$ cat config.mk
export PLATFORM = sky130hd
export DESIGN_NAME = turn_input_ctrl_flat
export DESIGN_NICKNAME = d
export VERILOG_FILES = /design/src/rtl/turn_input_ctrl_if.sv /design/src/rtl/turn_input_ctrl.sv /design/src/flat_wrapper.sv
export SDC_FILE = /design/constraint.sdc
export NUM_CORES = 1
export LEC_CHECK = 0
export BUFFER_PORTS_ARGS = -buffer_cell sky130_fd_sc_hd__buf_2
export CAP_MARGIN = 20
export CORE_ASPECT_RATIO = 1.25
export CORE_MARGIN = 1
export CORE_UTILIZATION = 42
export CTS_CLUSTER_DIAMETER = 30
export DETAILED_ROUTE_END_ITERATION = 7
export PLACE_DENSITY = 0.6
export SLEW_MARGIN = 20
export SYNTH_ARGS = -nofsm -noshare
export SYNTH_HDL_FRONTEND = slang
export SYNTH_SLANG_ARGS = --single-unit
$ cat constraint.sdc
create_clock -name CLOCK_50 -period 2.3 [get_ports CLOCK_50]
set_clock_uncertainty 0.05 [all_clocks]
set_input_delay 0.23 -clock CLOCK_50 [delete_from_list [all_inputs] [get_ports CLOCK_50]]
set_output_delay 0.23 -clock CLOCK_50 [all_outputs]
set_load 0.02 [all_outputs]
$ cat src/rtl/turn_input_ctrl_if.sv
// rtl/turn_input_ctrl_if.sv - bus bundle between the input stage and its driver/consumer
// Signals:
//   reiniciar   round restart request (driver -> input stage)
//   KEY[3:0]    raw active-low buttons (driver -> input stage)
//   step        movement tick (driver -> input stage)
//   key_db      debounced pressed level (input stage -> consumer)
//   turn_pulse  one-cycle accepted-press pulses (input stage -> consumer)
//   sentido_j1  committed J1 heading (input stage -> consumer)
//   sentido_j2  committed J2 heading (input stage -> consumer)
//   pend_j1     J1 turn queued (input stage -> consumer)
//   pend_j2     J2 turn queued (input stage -> consumer)
interface turn_input_ctrl_if;
    logic       reiniciar;
    logic [3:0] KEY;
    logic       step;
    logic [3:0] key_db;
    logic [3:0] turn_pulse;
    logic [1:0] sentido_j1;
    logic [1:0] sentido_j2;
    logic       pend_j1;
    logic       pend_j2;

    modport master (
        output reiniciar, KEY, step,
        input  key_db, turn_pulse, sentido_j1, sentido_j2, pend_j1, pend_j2
    );

    modport slave (
        input  reiniciar, KEY, step,
        output key_db, turn_pulse, sentido_j1, sentido_j2, pend_j1, pend_j2
    );
endinterface

$ cat src/rtl/turn_input_ctrl.sv
// rtl/turn_input_ctrl.sv - button sync/debounce, turn pulses and per-player heading commit
// Ports:
//   CLOCK_50  system clock, rising edge
//   reset     synchronous active-high reset, clears everything
//   bus       turn_input_ctrl_if.slave: reiniciar, KEY, step in; key_db, turn_pulse,
//             sentido_j1, sentido_j2, pend_j1, pend_j2 out
// KEY mapping: [3] J1 ccw, [2] J1 cw, [1] J2 ccw, [0] J2 cw.
// Optional build macro DEBOUNCE_BYPASS_EN: removes the debounce counters, key_db follows
// the synchronised level directly.
module turn_input_ctrl #(
    parameter int         DEBOUNCE_CYCLES = 500000,
    parameter int         CNT_W           = 20,
    parameter logic [1:0] INIT_DIR_J1     = 2'd0,
    parameter logic [1:0] INIT_DIR_J2     = 2'd2
) (
    input logic              CLOCK_50,
    input logic              reset,
    turn_input_ctrl_if.slave bus
);

    // Two-FF synchroniser on the raw (active-low) level; reset value 1 = released.
    logic [3:0] sync1_q, sync1_d;
    logic [3:0] sync2_q, sync2_d;
    logic [3:0] pressed;
    logic [3:0] key_db_w;

    always_comb begin
        sync1_d = bus.KEY;
        sync2_d = sync1_q;
    end

    always_ff @(posedge CLOCK_50) begin
        if (reset) begin
            sync1_q <= 4'hF;
            sync2_q <= 4'hF;
        end else begin
            sync1_q <= sync1_d;
            sync2_q <= sync2_d;
        end
    end

    assign pressed = ~sync2_q;

`ifndef DEBOUNCE_BYPASS_EN
    localparam logic [CNT_W-1:0] CNT_MAX = CNT_W'(DEBOUNCE_CYCLES - 1);

    for (genvar g = 0; g < 4; g++) begin : g_db
        logic [CNT_W-1:0] cnt_q, cnt_d;
        logic             db_q, db_d;

        // Any return to the accepted level restarts the count, so only a level that
        // holds for DEBOUNCE_CYCLES consecutive cycles is accepted.
        always_comb begin
            cnt_d = cnt_q;
            db_d  = db_q;
            if (pressed[g] == db_q) begin
                cnt_d = '0;
            end else if (cnt_q == CNT_MAX) begin
                db_d  = ~db_q;
                cnt_d = '0;
            end else begin
                cnt_d = cnt_q + 1'b1;
            end
        end

        always_ff @(posedge CLOCK_50) begin
            if (reset) begin
                cnt_q <= '0;
                db_q  <= 1'b0;
            end else begin
                cnt_q <= cnt_d;
                db_q  <= db_d;
            end
        end

        assign key_db_w[g] = db_q;
    end
`else
    assign key_db_w = pressed;
`endif

    // Rising-edge detect on the debounced level; the pulse lands the cycle after key_db rises.
    logic [3:0] key_prev_q, key_prev_d;
    logic [3:0] turn_pulse_q, turn_pulse_d;

    always_comb begin
        key_prev_d   = key_db_w;
        turn_pulse_d = key_db_w & ~key_prev_q;
    end

    always_ff @(posedge CLOCK_50) begin
        if (reset) begin
            key_prev_q   <= 4'h0;
            turn_pulse_q <= 4'h0;
        end else begin
            key_prev_q   <= key_prev_d;
            turn_pulse_q <= turn_pulse_d;
        end
    end

    // Returns {sentido, valid, cw}. A commit consumes the slot, so a pulse arriving on the
    // committing step is dropped; a pulse on a step with an empty slot is queued instead.
    function automatic logic [3:0] pend_next(
        input logic [1:0] sentido,
        input logic       valid,
        input logic       cw_sel,
        input logic       ccw_p,
        input logic       cw_p,
        input logic       step
    );
        logic [1:0] s_n;
        logic       v_n;
        logic       c_n;
        s_n = sentido;
        v_n = valid;
        c_n = cw_sel;
        if (step && valid) begin
            s_n = sentido + (cw_sel ? 2'd1 : 2'd3);
            v_n = 1'b0;
        end else if (!valid && (ccw_p ^ cw_p)) begin
            v_n = 1'b1;
            c_n = cw_p;
        end
        return {s_n, v_n, c_n};
    endfunction

    logic [1:0] sentido_j1_q, sentido_j1_d;
    logic [1:0] sentido_j2_q, sentido_j2_d;
    logic       valid_j1_q, valid_j1_d;
    logic       valid_j2_q, valid_j2_d;
    logic       cw_j1_q, cw_j1_d;
    logic       cw_j2_q, cw_j2_d;

    always_comb begin
        {sentido_j1_d, valid_j1_d, cw_j1_d} = pend_next(sentido_j1_q, valid_j1_q, cw_j1_q,
                                                        turn_pulse_q[3], turn_pulse_q[2], bus.step);
        {sentido_j2_d, valid_j2_d, cw_j2_d} = pend_next(sentido_j2_q, valid_j2_q, cw_j2_q,
                                                        turn_pulse_q[1], turn_pulse_q[0], bus.step);
        // Round restart leaves debounce/edge state alone so a held key cannot re-pulse.
        if (bus.reiniciar) begin
            sentido_j1_d = INIT_DIR_J1;
            sentido_j2_d = INIT_DIR_J2;
            valid_j1_d   = 1'b0;
            valid_j2_d   = 1'b0;
        end
    end

    always_ff @(posedge CLOCK_50) begin
        if (reset) begin
            sentido_j1_q <= INIT_DIR_J1;
            sentido_j2_q <= INIT_DIR_J2;
            valid_j1_q   <= 1'b0;
            valid_j2_q   <= 1'b0;
            cw_j1_q      <= 1'b0;
            cw_j2_q      <= 1'b0;
        end else begin
            sentido_j1_q <= sentido_j1_d;
            sentido_j2_q <= sentido_j2_d;
            valid_j1_q   <= valid_j1_d;
            valid_j2_q   <= valid_j2_d;
            cw_j1_q      <= cw_j1_d;
            cw_j2_q      <= cw_j2_d;
        end
    end

    assign bus.key_db     = key_db_w;
    assign bus.turn_pulse = turn_pulse_q;
    assign bus.sentido_j1 = sentido_j1_q;
    assign bus.sentido_j2 = sentido_j2_q;
    assign bus.pend_j1    = valid_j1_q;
    assign bus.pend_j2    = valid_j2_q;

endmodule

$ cat src/flat_wrapper.sv
// flat-port wrapper written by rule: the top's interface ports become plain ports
module turn_input_ctrl_flat 
#(
    parameter int         DEBOUNCE_CYCLES = 500000,
    parameter int         CNT_W           = 20,
    parameter logic [1:0] INIT_DIR_J1     = 2'd0,
    parameter logic [1:0] INIT_DIR_J2     = 2'd2
)
  (CLOCK_50, reset, bus_reiniciar, bus_KEY, bus_step, bus_key_db, bus_turn_pulse, bus_sentido_j1, bus_sentido_j2, bus_pend_j1, bus_pend_j2);
  turn_input_ctrl_if bus_i ();
  input logic CLOCK_50;
  input logic reset;
  input wire logic [$bits(bus_i.reiniciar)-1:0] bus_reiniciar;
  input wire logic [$bits(bus_i.KEY)-1:0] bus_KEY;
  input wire logic [$bits(bus_i.step)-1:0] bus_step;
  output wire logic [$bits(bus_i.key_db)-1:0] bus_key_db;
  output wire logic [$bits(bus_i.turn_pulse)-1:0] bus_turn_pulse;
  output wire logic [$bits(bus_i.sentido_j1)-1:0] bus_sentido_j1;
  output wire logic [$bits(bus_i.sentido_j2)-1:0] bus_sentido_j2;
  output wire logic [$bits(bus_i.pend_j1)-1:0] bus_pend_j1;
  output wire logic [$bits(bus_i.pend_j2)-1:0] bus_pend_j2;
  assign bus_i.reiniciar = bus_reiniciar;
  assign bus_i.KEY = bus_KEY;
  assign bus_i.step = bus_step;
  assign bus_key_db = bus_i.key_db;
  assign bus_turn_pulse = bus_i.turn_pulse;
  assign bus_sentido_j1 = bus_i.sentido_j1;
  assign bus_sentido_j2 = bus_i.sentido_j2;
  assign bus_pend_j1 = bus_i.pend_j1;
  assign bus_pend_j2 = bus_i.pend_j2;
  turn_input_ctrl #(.DEBOUNCE_CYCLES(DEBOUNCE_CYCLES), .CNT_W(CNT_W), .INIT_DIR_J1(INIT_DIR_J1), .INIT_DIR_J2(INIT_DIR_J2)) u_core (.CLOCK_50(CLOCK_50), .reset(reset), .bus(bus_i));
endmodule
==> results.sh <==
export IMPL_drive_gt1_frac=0.119
export IMPL_clockRootBuffer="clkbuf_16"
export IMPL_grt_total_usage=0.156
export IMPL_cts_buffer_depth=2
export IMPL_outcome="finished, final reports clean"
export IMPL_die_area_mm2=0.0113
export IMPL_slew_viol_final=0
export IMPL_ys_ff_latch=108
export IMPL_fin_util=0.480
export IMPL_grt_pass1_vias=3350
export IMPL_p_per_area_mw_per_mm2=655
export IMPL_synth_edf_count=0
export IMPL_coreArea_mm2=0.0106
export IMPL_clock_sinks=108
export IMPL_postSynth_asyncResetShare=0
export IMPL_end_kind="flip-flop"
export IMPL_fp_row_count=42
export IMPL_start_kind="flip-flop"
export IMPL_whs_ns=0.0183
export IMPL_period_share=0.890
export IMPL_drt_total_wl_um=8280
export IMPL_worstPathMaxFanout=9
export IMPL_rsz0062_at_grt="no"
export IMPL_initial_core_util=0.432
export IMPL_hold_viol=0
export IMPL_die_h_um=119
export IMPL_ys_seq_area_frac=0.472
export IMPL_synth_top_family_by_area="simple AND/OR/NAND/NOR gates"
export IMPL_worstMarginPinSlew_ns=0.570
export IMPL_gp_congestion=0.771
export IMPL_num_vias=3549
export IMPL_cp_arrival_ns=2.27
export IMPL_synthAdderAreaFrac=0.0109
export IMPL_io_buffers=21
export IMPL_dpl_hpwl_um=5820
export IMPL_ir_drop_mv=0.434
export IMPL_ctsResizeCount=0
export IMPL_clock_latency_ns=0.34
export IMPL_grt_overflow=0
export IMPL_tritoncts="done"
export IMPL_via_per_inst=5.30
export IMPL_worstSetupPathType="reg2reg"
export IMPL_post_drt_wl_per_cell_um=12.4
export IMPL_clk_pin_slew_worst_paths_ns=0.07
export IMPL_nNetsFinal=544
export IMPL_ant_nets=0
export IMPL_drv_cap=0
export IMPL_hold_path_class="in2reg"
export IMPL_grt_max_degree=25
export IMPL_setup_tns_final_ns=0
export IMPL_syn_nets=522
export IMPL_synth_cells=510
export IMPL_die_w_um=95.4
export IMPL_fmax_mhz=489
export IMPL_cts_hold_buf=0
export IMPL_antenna_found_initial=0
export IMPL_dr_first_iter_drc_count=107
export IMPL_firstDrtPassIters=4
export IMPL_synth_xor_area_frac=0.115
export IMPL_area_growth_syn_to_layout_pct=11.1
export IMPL_relSlewSlack=0.616
export IMPL_setup_violations=0
export IMPL_cts_inserted_buffers=9
export IMPL_synth_area_mm2=0.00458
export IMPL_synth_compound_area_frac=0.0849
export IMPL_mostFrequentLayoutCell="dfxtp_1"
export IMPL_post_cts_buffers=0
export IMPL_grt_first_pass_wirelength_um=14300
export IMPL_final_cell_mix="dfxtp_1 (108), nor2_1 (74), xor2_1 (31)"
export IMPL_synthSimpleGateAreaFrac=0.285
export IMPL_synth_top_flop_cell="dfxtp_1"
export IMPL_p_leak_nw=1.61
export IMPL_diodes=0
export IMPL_ioPinCount=22
export IMPL_synth_area_per_cell_um2=8.99
export IMPL_ys_warn_count=0
export IMPL_remaining_drc_errors=0
export IMPL_synthMuxAreaShare=0
export IMPL_yosys_cell_types_count=43
export IMPL_period_needed_ns=2.05
export IMPL_htree_levels=3
export IMPL_required_ns=2.52
[stage by stage]
step | setup slack [ns] | cell area [um2] | total power [mW] | cells
6_report | 0.253 | 5090 | 3.34 | 669
5_1_grt | 0.136 | 5090 | 3.46 | 669
4_1_cts | 0.261 | 5090 | 3.38 | 669
3_5_place_dp | 0.267 | 4820 | 1.97 | 653
3_3_place_gp | 0.365 | 4820 | 1.96 | 653
2_1_floorplan | 0.406 | 4580 | 1.95 | 510
[layout make-up]
type                       instances  area, um2
clock buffer                      12        246
tap                              132        165
timing repair buffer              29        165
inverter                          16       60.1
multi-input combinational        368       2270
fill                            1012       5520
clock inverter                     4       25.0
sequential                       108       2160
[per-layer routing]
| metal | part of all wire | global-route usage | up-vias |
|---|---|---|---|
| met2 | 0.49 | 0.266 | 38 |
| met4 | 0.020 | 0.0625 | 0 |
| met1 | 0.47 | 0.189 | 1667 |
| met3 | 0.024 | 0.0332 | 12 |
| li1 | - | - | 1832 |
| met5 | 0 | 0 | - |
[cell usage after synthesis, types with 9 or more instances]
| cell type | number | area, um2 |
|---|---|---|
| nand3_1 | 25 | 125 |
| or4_1 | 15 | 113 |
| nand4_1 | 19 | 119 |
| or2_2 | 10 | 62.6 |
| or3_1 | 12 | 75.1 |
| dfxtp_1 | 108 | 2160 |
| nand2_1 | 23 | 86.3 |
| inv_1 | 16 | 60.1 |
| o21ai_0 | 16 | 80.1 |
| nor2_1 | 74 | 278 |
| xor2_1 | 31 | 272 |
| nor3_1 | 9 | 45.0 |
| nor4_1 | 12 | 75.1 |
| xnor2_1 | 29 | 254 |
| o31ai_1 | 12 | 90.1 |
| a21oi_1 | 29 | 145 |
[worst max-delay path: stages, from the launching register on]
cell and delay [ns]:
dfxtp_1 0.44, nand4_2 0.19, or4_1 0.69, or4_1 0.44, a21oi_1 0.16
[power by group]
part           total (mW)  switching, mW  internal (mW)  leakage (nW)
logic              0.0391         0.0234         0.0157         0.609
clock network        1.41          0.653          0.761         0.129
registers            1.88        0.00459           1.88         0.872
[path summary, 6_finish.rpt]
| path | cells after the start | end | start | slack, ns |
|---|---|---|---|---|
| max | 4 | u_core.g_db[0].cnt_q[19] | u_core.g_db[0].cnt_q[5] | 0.25 |
| min | 2 | u_core.sync1_q[2] | bus_KEY[2] | 0.02 |
| max reg2reg | 4 | u_core.g_db[0].cnt_q[19] | u_core.g_db[0].cnt_q[5] | 0.25 |
| min reg2reg | 1 | u_core.bus.turn_pulse[3] | u_core.key_prev_q[3] | 0.33 |
[registers in the layout, summed over array words and instances (netlist names)]
name,flops
u_core.bus.turn_pulse,4
u_core.g_db.db_q,4
u_core.bus.sentido_j2,2
u_core.bus.sentido_j1,2
u_core.cw_j2_q,1
u_core.bus.pend_j1,1
u_core.key_prev_q,4
u_core.bus.pend_j2,1
u_core.cw_j1_q,1
u_core.sync1_q,4
u_core.sync2_q,4
u_core.g_db.cnt_q,80
[cells by family (layout without fill, tap and decap cells)]
group                      Yosys count  in the layout
DFF                                108            108
xor gates and xnor gates            60             60
buffers and inverters               34             61
and+or+nand+nor                    239            239
adders and majority gates            4              4
AOI/OAI and AO/OA                   65             65
Power figures use the tool's default switching activity.
